[config.mk]
export PLATFORM = sky130hd
export DESIGN_NAME = rx_frame_ctrl
export DESIGN_NICKNAME = d
export VERILOG_FILES = /design/src/rtl/rx_pkg.sv /design/src/rtl/rx_bit_timer.sv /design/src/rtl/rx_frame_ctrl.sv
export SDC_FILE = /design/constraint.sdc
export NUM_CORES = 1
export LEC_CHECK = 0
export BUFFER_PORTS_ARGS = -buffer_cell sky130_fd_sc_hd__buf_2
export CAP_MARGIN = 25
export CORE_UTILIZATION = 50
export DETAILED_ROUTE_END_ITERATION = 8
export GPL_TIMING_DRIVEN = 0
export PLACE_DENSITY = 0.74
export SLEW_MARGIN = 5
export SYNTH_ARGS = -nofsm -noshare
export SYNTH_HDL_FRONTEND = slang
export SYNTH_SLANG_ARGS = --single-unit
[constraint.sdc]
create_clock -name clk -period 5.91 [get_ports clk]
set_input_delay 0.8865 -clock clk [delete_from_list [all_inputs] [get_ports clk]]
set_output_delay 0.8865 -clock clk [all_outputs]
set_load 0.02 [all_outputs]
[src/rtl/rx_pkg.sv]
// Shared state encoding and default timing constants for the wake-up receiver sequencer.
package rx_pkg;

  localparam int DEF_BIT_PERIOD   = 10000;
  localparam int DEF_SAMPLE_POINT = 5000;
  localparam int DEF_GUARD        = 200;
  localparam int DEF_FRAME_BITS   = 8;
  localparam int DEF_TIMEOUT_BITS = 4;
  localparam int DEF_CNT_W        = 14;

  typedef enum logic [1:0] {
    IDLE  = 2'd0,
    RUN   = 2'd1,
    DONE  = 2'd2,
    ABORT = 2'd3
  } state_t;

endpackage

[src/rtl/rx_bit_timer.sv]
// Bit-period counter aligned to rfin rises; fires the mid-bit shift strobe.
module rx_bit_timer
  import rx_pkg::*;
#(
  parameter int BIT_PERIOD   = DEF_BIT_PERIOD,
  parameter int SAMPLE_POINT = DEF_SAMPLE_POINT,
  parameter int GUARD        = DEF_GUARD,
  parameter int CNT_W        = DEF_CNT_W
) (
  input  logic clk,
  input  logic rst,
  input  logic i_start,
  input  logic i_rise,
  input  logic i_clr,
  output logic o_sh_en
);

  localparam logic [CNT_W-1:0] LAST_CNT   = CNT_W'(BIT_PERIOD - 1);
  localparam logic [CNT_W-1:0] LO_WIN     = CNT_W'(GUARD);
  localparam logic [CNT_W-1:0] HI_WIN     = CNT_W'(BIT_PERIOD - GUARD);
  localparam logic [CNT_W-1:0] SAMPLE_CNT = CNT_W'(SAMPLE_POINT);
  localparam logic [CNT_W-1:0] ONE        = CNT_W'(1);

  logic [CNT_W-1:0] r_cnt;
  logic             w_realign;

  // Rises close to a bit boundary pull the timer back into phase; others are noise.
  assign w_realign = i_rise && ((r_cnt >= HI_WIN) || ((r_cnt != '0) && (r_cnt <= LO_WIN)));

  always_ff @(posedge clk or posedge rst) begin
    if (rst) begin
      r_cnt <= '0;
    end else if (i_start) begin
      r_cnt <= ONE;
    end else if (i_clr) begin
      r_cnt <= '0;
    end else if (w_realign) begin
      r_cnt <= ONE;
    end else if (r_cnt == LAST_CNT) begin
      r_cnt <= '0;
    end else begin
      r_cnt <= r_cnt + ONE;
    end
  end

  assign o_sh_en = !i_clr && (r_cnt == SAMPLE_CNT);

endmodule

[src/rtl/rx_frame_ctrl.sv]
// Frame sequencer: detects the frame start, collects FRAME_BITS samples and
// reports either a complete frame or a silence timeout.
module rx_frame_ctrl
  import rx_pkg::*;
#(
  parameter int BIT_PERIOD   = DEF_BIT_PERIOD,
  parameter int SAMPLE_POINT = DEF_SAMPLE_POINT,
  parameter int GUARD        = DEF_GUARD,
  parameter int FRAME_BITS   = DEF_FRAME_BITS,
  parameter int TIMEOUT_BITS = DEF_TIMEOUT_BITS,
  parameter int CNT_W        = DEF_CNT_W
) (
  input  logic                  clk,
  input  logic                  rst,
  input  logic                  en,
  input  logic                  rfin,
  input  logic                  sync_state,
  output logic                  sh_en,
  output logic [FRAME_BITS-1:0] frame_data,
  output logic                  frame_valid,
  output logic                  timeout,
  output logic                  busy
);

  localparam int IDX_W = (FRAME_BITS > 1) ? $clog2(FRAME_BITS) : 1;
  localparam int ZR_W  = $clog2(TIMEOUT_BITS + 1);
  localparam logic [IDX_W-1:0] LAST_IDX = IDX_W'(FRAME_BITS - 1);
  localparam logic [ZR_W-1:0]  ZR_LIMIT = ZR_W'(TIMEOUT_BITS);

  state_t                  r_state;
  state_t                  w_state_next;
  logic                    r_rfin_d;
  logic [FRAME_BITS-1:0]   r_frame;
  logic [IDX_W-1:0]        r_bit_idx;
  logic [ZR_W-1:0]         r_zero_run;
  logic [ZR_W-1:0]         w_zero_run_next;
  logic                    w_rise;
  logic                    w_start;
  logic                    w_clr;
  logic                    w_sh_en;
  logic                    w_last_bit;

  assign w_rise          = rfin & ~r_rfin_d;
  assign w_start         = en & w_rise & ((r_state == IDLE) || (r_state == DONE));
  assign w_clr           = ~en | (r_state != RUN);
  assign w_zero_run_next = sync_state ? '0 : r_zero_run + ZR_W'(1);
  assign w_last_bit      = (r_bit_idx == LAST_IDX);

  rx_bit_timer #(
    .BIT_PERIOD   (BIT_PERIOD),
    .SAMPLE_POINT (SAMPLE_POINT),
    .GUARD        (GUARD),
    .CNT_W        (CNT_W)
  ) u_bit_timer (
    .clk     (clk),
    .rst     (rst),
    .i_start (w_start),
    .i_rise  (w_rise),
    .i_clr   (w_clr),
    .o_sh_en (w_sh_en)
  );

  always_ff @(posedge clk or posedge rst) begin
    if (rst) r_state <= IDLE;
    else     r_state <= w_state_next;
  end

  always_comb begin
    w_state_next = r_state;
    frame_valid  = 1'b0;
    timeout      = 1'b0;
    busy         = (r_state != IDLE);
    case (r_state)
      IDLE:  if (w_rise) w_state_next = RUN;
      RUN: begin
        // The final bit completes the frame even if it also ends a zero run.
        if (w_sh_en) begin
          if (w_last_bit)                       w_state_next = DONE;
          else if (w_zero_run_next == ZR_LIMIT) w_state_next = ABORT;
        end
      end
      DONE: begin
        frame_valid  = en;
        w_state_next = w_rise ? RUN : IDLE;
      end
      ABORT: begin
        timeout      = en;
        w_state_next = IDLE;
      end
      default: w_state_next = IDLE;
    endcase
    if (!en) w_state_next = IDLE;
  end

  always_ff @(posedge clk or posedge rst) begin
    if (rst) begin
      r_rfin_d   <= 1'b0;
      r_frame    <= '0;
      r_bit_idx  <= '0;
      r_zero_run <= '0;
    end else begin
      r_rfin_d <= rfin;
      if (w_sh_en) begin
        r_frame    <= {r_frame[FRAME_BITS-2:0], sync_state};
        r_bit_idx  <= w_last_bit ? '0 : r_bit_idx + IDX_W'(1);
        r_zero_run <= w_zero_run_next;
      end else if (w_clr) begin
        r_bit_idx  <= '0;
        r_zero_run <= '0;
      end
    end
  end

  assign sh_en      = w_sh_en;
  assign frame_data = r_frame;

endmodule
==> results.txt <==
Among all flip-flop cells after synthesis, the most frequent one is sky130_fd_sc_hd__dfrtp_1. Startpoint type of the worst setup path: a register. The run gives 2 as the maximum buffer depth of the clock tree. The synthesized design spends more area on one cell type than any other, namely sky130_fd_sc_hd__dfrtp_1.

The fraction of power spent switching nets came out at 0.2301. Count of synthesis-stage warnings from yosys: 0. The area overhead of the layout relative to synthesis works out to 12.95%. Overall power consumption after layout is estimated at 0.3832 mW.

The logs give 0 for the post-CTS setup-driven buffer insertion count and 31 for the number of sinks handled by clock tree synthesis. The cell count after synthesis came out at 163. The number of nets in the synthesized netlist is 173. The depth of the worst hold-timing path works out to 1. The average via count per standard cell was 5.585; the number of clock buffers inserted by TritonCTS was 5. The worst hold path terminates at frame_data[2]. The all-layer global routing usage came out at 0.2007. The flow ran to the end, and the final reports show no timing, DRC or antenna violations. The maximum fanout along the worst path is 10. The number of iterations in the first detailed-routing pass was 4; the post-placement setup slack was 3.180 ns.

Across the VDD grid, the largest voltage drop is 0.1482 mV. The die is 62.11 microns tall. Buffers inserted to repair hold after CTS numbered 0.

The run gives 0.073 as the share of total power in combinational logic. The number of global-route vias before repair is 1308. The clock reaches the later pin of the worst-skew pair after 0.33 ns.

The global-route wire length before repair is 6065 microns, and the sequential fraction of the synthesis area is 0.4294. The area share of the largest cell type after synthesis is 0.4294, and the static power due to leakage is 0.8877 nW. The initial standard-cell utilization of the core is 0.5330. The number of cells on the worst reg-to-reg path is 7. The tools report the placed wire-length estimate as 2570 microns. Most common cell after layout, fill and taps aside: sky130_fd_sc_hd__dfrtp_1.

The netlist area before placement is 1807 sq um, and the weighted congestion at the end of routability-driven global placement is 0.9639. After synthesis, the netlist uses 46 different library cells. Clock skew on the completed layout was measured at 0.009298 ns. The maximum frequency from static timing analysis was 0.3223 GHz; the number of endpoints failing setup at the final stage was 0. Across all layers, the routed design uses 1307 vias. After layout, the worst setup slack is 2.808 ns.

Synthesis inferred 31 register bits. After detailed routing, the average wire length per cell comes to 14.63 microns. The layout cell share with drive strength beyond 1 is 0.2660, and the share of the cycle needed by the critical path after routing is 0.5249. The worst register-to-register path begins at u_bit_timer.r_cnt[0]. The endpoint identified for the worst register-to-register timing path is frame_data[7]. For the total of cells resized after clock tree synthesis, the log shows 0.

The max-slew violation total from the final report was 0. Setup repair after global routing left no endpoint under its margin. The library cells used most frequently in the layout, excluding fill and tap cells, are 31 x sky130_fd_sc_hd__dfrtp_1, 18 x sky130_fd_sc_hd__buf_2, 11 x sky130_fd_sc_hd__nor3_2. Clock-pin slew was measured on the worst setup and hold paths at 0.10 ns. The endpoint class of the critical path was a primary output.

The tool flagged a number of max-cap violations equal to 0. The run gives 3858 sq um as the area of the die. The clock tree synthesis step divided the H-tree into 2 levels.

The total negative slack is 0 ns. The tree is rooted in a sky130_fd_sc_hd__clkbuf_4. The width of the die is 62.11 microns. Sequential group share of total power: 0.560.

The number of nets with antenna violations after routing was 0; the boundary pin count was 17. For the pin with the worst max-slew slack, the measured transition is 0.5213 ns. The run gives 3.75 ns as the register-to-register setup slack.

Sorting the synthesized cells by area gives the leading types as sky130_fd_sc_hd__dfrtp_1 43%, sky130_fd_sc_hd__nor3_2 6.1%, sky130_fd_sc_hd__mux2_1 5.0%, sky130_fd_sc_hd__xnor2_1 4.8%, sky130_fd_sc_hd__ha_1 3.5%. The launch point of the worst hold path was frame_data[1]. The switching power total is 0.08819 mW. The number of flops mapped to enable cells by yosys came out at 0.

The net count of the finished layout is 197, and the mean instance size in the synthesized netlist is 11.08 sq um. The hold violation count in the final report is 0, and the power density normalized to cell area is 187.8 nW/um^2. The final critical delay including setup and external delays works out to 3.102 ns. The logs give 1972 sq um for the instance area after placement and 0 for the antenna cell count. After the first detailed-routing iteration, the DRC count stood at 87. The initial antenna violation count was 0. After routing the design area is 2041 sq um. Type of the setup path with the least slack: register to primary output. STA puts the critical path data arrival time at 2.22 ns. Entering global routing, the biggest net connects 22 pins. For the number of remaining DRC errors, the log shows 0. The tightest min-delay check is of the register to register type.

The final layout contains routed wiring with a total length of 3424 microns. The initialized floorplan defines 21 standard-cell rows. For the worst setup path, the data required time is 5.02 ns. TritonCTS built the clock tree.

The count of buffers added on input and output ports is 16. The run gives 0.6521 as the worst slew margin relative to its limit. The share of flip-flops with an asynchronous set or reset after synthesis is 1.000, and the post-route core utilization is 0.6021. The remaining global-route overflow is 0, and the internal power summed over all cells is 0.2950 mW.

The clock share of power was 0.366; the placeable core region was 3390 sq um.
Yosys cell counts, types with 2 or more instances:
cell	n
sky130_fd_sc_hd__xor2_1	2
sky130_fd_sc_hd__nor2_1	10
sky130_fd_sc_hd__nor2b_1	2
sky130_fd_sc_hd__buf_2	2
sky130_fd_sc_hd__o211ai_1	2
sky130_fd_sc_hd__dfrtp_1	31
sky130_fd_sc_hd__and3_1	2
sky130_fd_sc_hd__nand2_1	6
sky130_fd_sc_hd__nand3b_1	3
sky130_fd_sc_hd__mux2_1	8
sky130_fd_sc_hd__nor3_2	11
sky130_fd_sc_hd__nand3_1	6
sky130_fd_sc_hd__clkbuf_1	4
sky130_fd_sc_hd__mux2i_1	3
sky130_fd_sc_hd__nand2b_1	5
sky130_fd_sc_hd__a211oi_1	2
sky130_fd_sc_hd__nand4_1	2
sky130_fd_sc_hd__xnor2_1	10
sky130_fd_sc_hd__nor3_1	6
sky130_fd_sc_hd__nor4_1	6
sky130_fd_sc_hd__inv_1	5
sky130_fd_sc_hd__ha_1	5
sky130_fd_sc_hd__a21oi_1	4
sky130_fd_sc_hd__buf_6	3
sky130_fd_sc_hd__a2bb2oi_1	2
worst max-delay path by stage:
stage                              start    end  slack [ns]  cells past startpoint
global placement    u_bit_timer.r_cnt[0]  sh_en        3.18                      7
detailed placement  u_bit_timer.r_cnt[0]  sh_en        3.18                      7
finish              u_bit_timer.r_cnt[0]  sh_en        2.81                      7
CTS                 u_bit_timer.r_cnt[0]  sh_en        2.78                      7
global route        u_bit_timer.r_cnt[0]  sh_en        2.62                      7
floorplan           u_bit_timer.r_cnt[0]  sh_en        3.50                      6
logic make-up (layout without fill, tap and decap cells):
family | after synthesis | count (layout) | share of synthesized area
DFF | 31 | 31 | 0.4294
muxes | 11 | 11 | 0.06648
adders and majority gates | 5 | 5 | 0.03463
xor gates and xnor gates | 12 | 12 | 0.05817
buffers and inverters | 17 | 42 | 0.06094
and+or+nand+nor | 69 | 69 | 0.2493
AOI/OAI and AO/OA | 18 | 18 | 0.1011
metrics by stage:
step	hold slack, ns	std cells
floorplan	0.4928	163
global placement	0.4678	225
detailed placement	0.4945	226
CTS	0.5107	234
global route	0.5371	234
finish	0.5032	234
metal layers:
layer	part of all wire	GRT usage
met3	0.040	0.06066
met2	0.48	0.3091
met1	0.46	0.2685
met4	0.016	0.06977
met5	0	0
power by group through the flow:
stage / logic, mW / registers, mW / clock network [mW]
2_1_floorplan: 0.0196 / 0.218 / 0
3_3_place_gp: 0.0254 / 0.219 / 0
3_5_place_dp: 0.0285 / 0.219 / 0
4_1_cts: 0.0285 / 0.215 / 0.146
5_1_grt: 0.0310 / 0.215 / 0.155
6_report: 0.0281 / 0.215 / 0.140
critical path, cell delays in order, from the launching register on:
cell and delay (ns):
sky130_fd_sc_hd__dfrtp_1 0.46, sky130_fd_sc_hd__inv_1 0.09, sky130_fd_sc_hd__ha_1 0.16, sky130_fd_sc_hd__or4b_1 0.46, sky130_fd_sc_hd__nor4_2 0.21, sky130_fd_sc_hd__and2_1 0.19, sky130_fd_sc_hd__buf_6 0.14, sky130_fd_sc_hd__buf_2 0.17
flip-flops by register name, summed over array words and instances, names as in the netlist:
signal	flops
u_bit_timer.r_cnt	14
r_zero_run	3
frame_data	8
r_rfin_d	1
r_bit_idx	3
r_state	2
area by class of cell:
cell class / instances / area, sq um
Buffer: 12 / 91.34
Clock buffer: 8 / 68.82
Fill cell: 293 / 1349
Inverter: 5 / 18.77
Multi-Input combinational cell: 115 / 920.9
Sequential cell: 31 / 775.7
Tap cell: 46 / 57.56
Timing Repair Buffer: 17 / 107.6
Note: power is estimated with default switching activity, not from simulation.
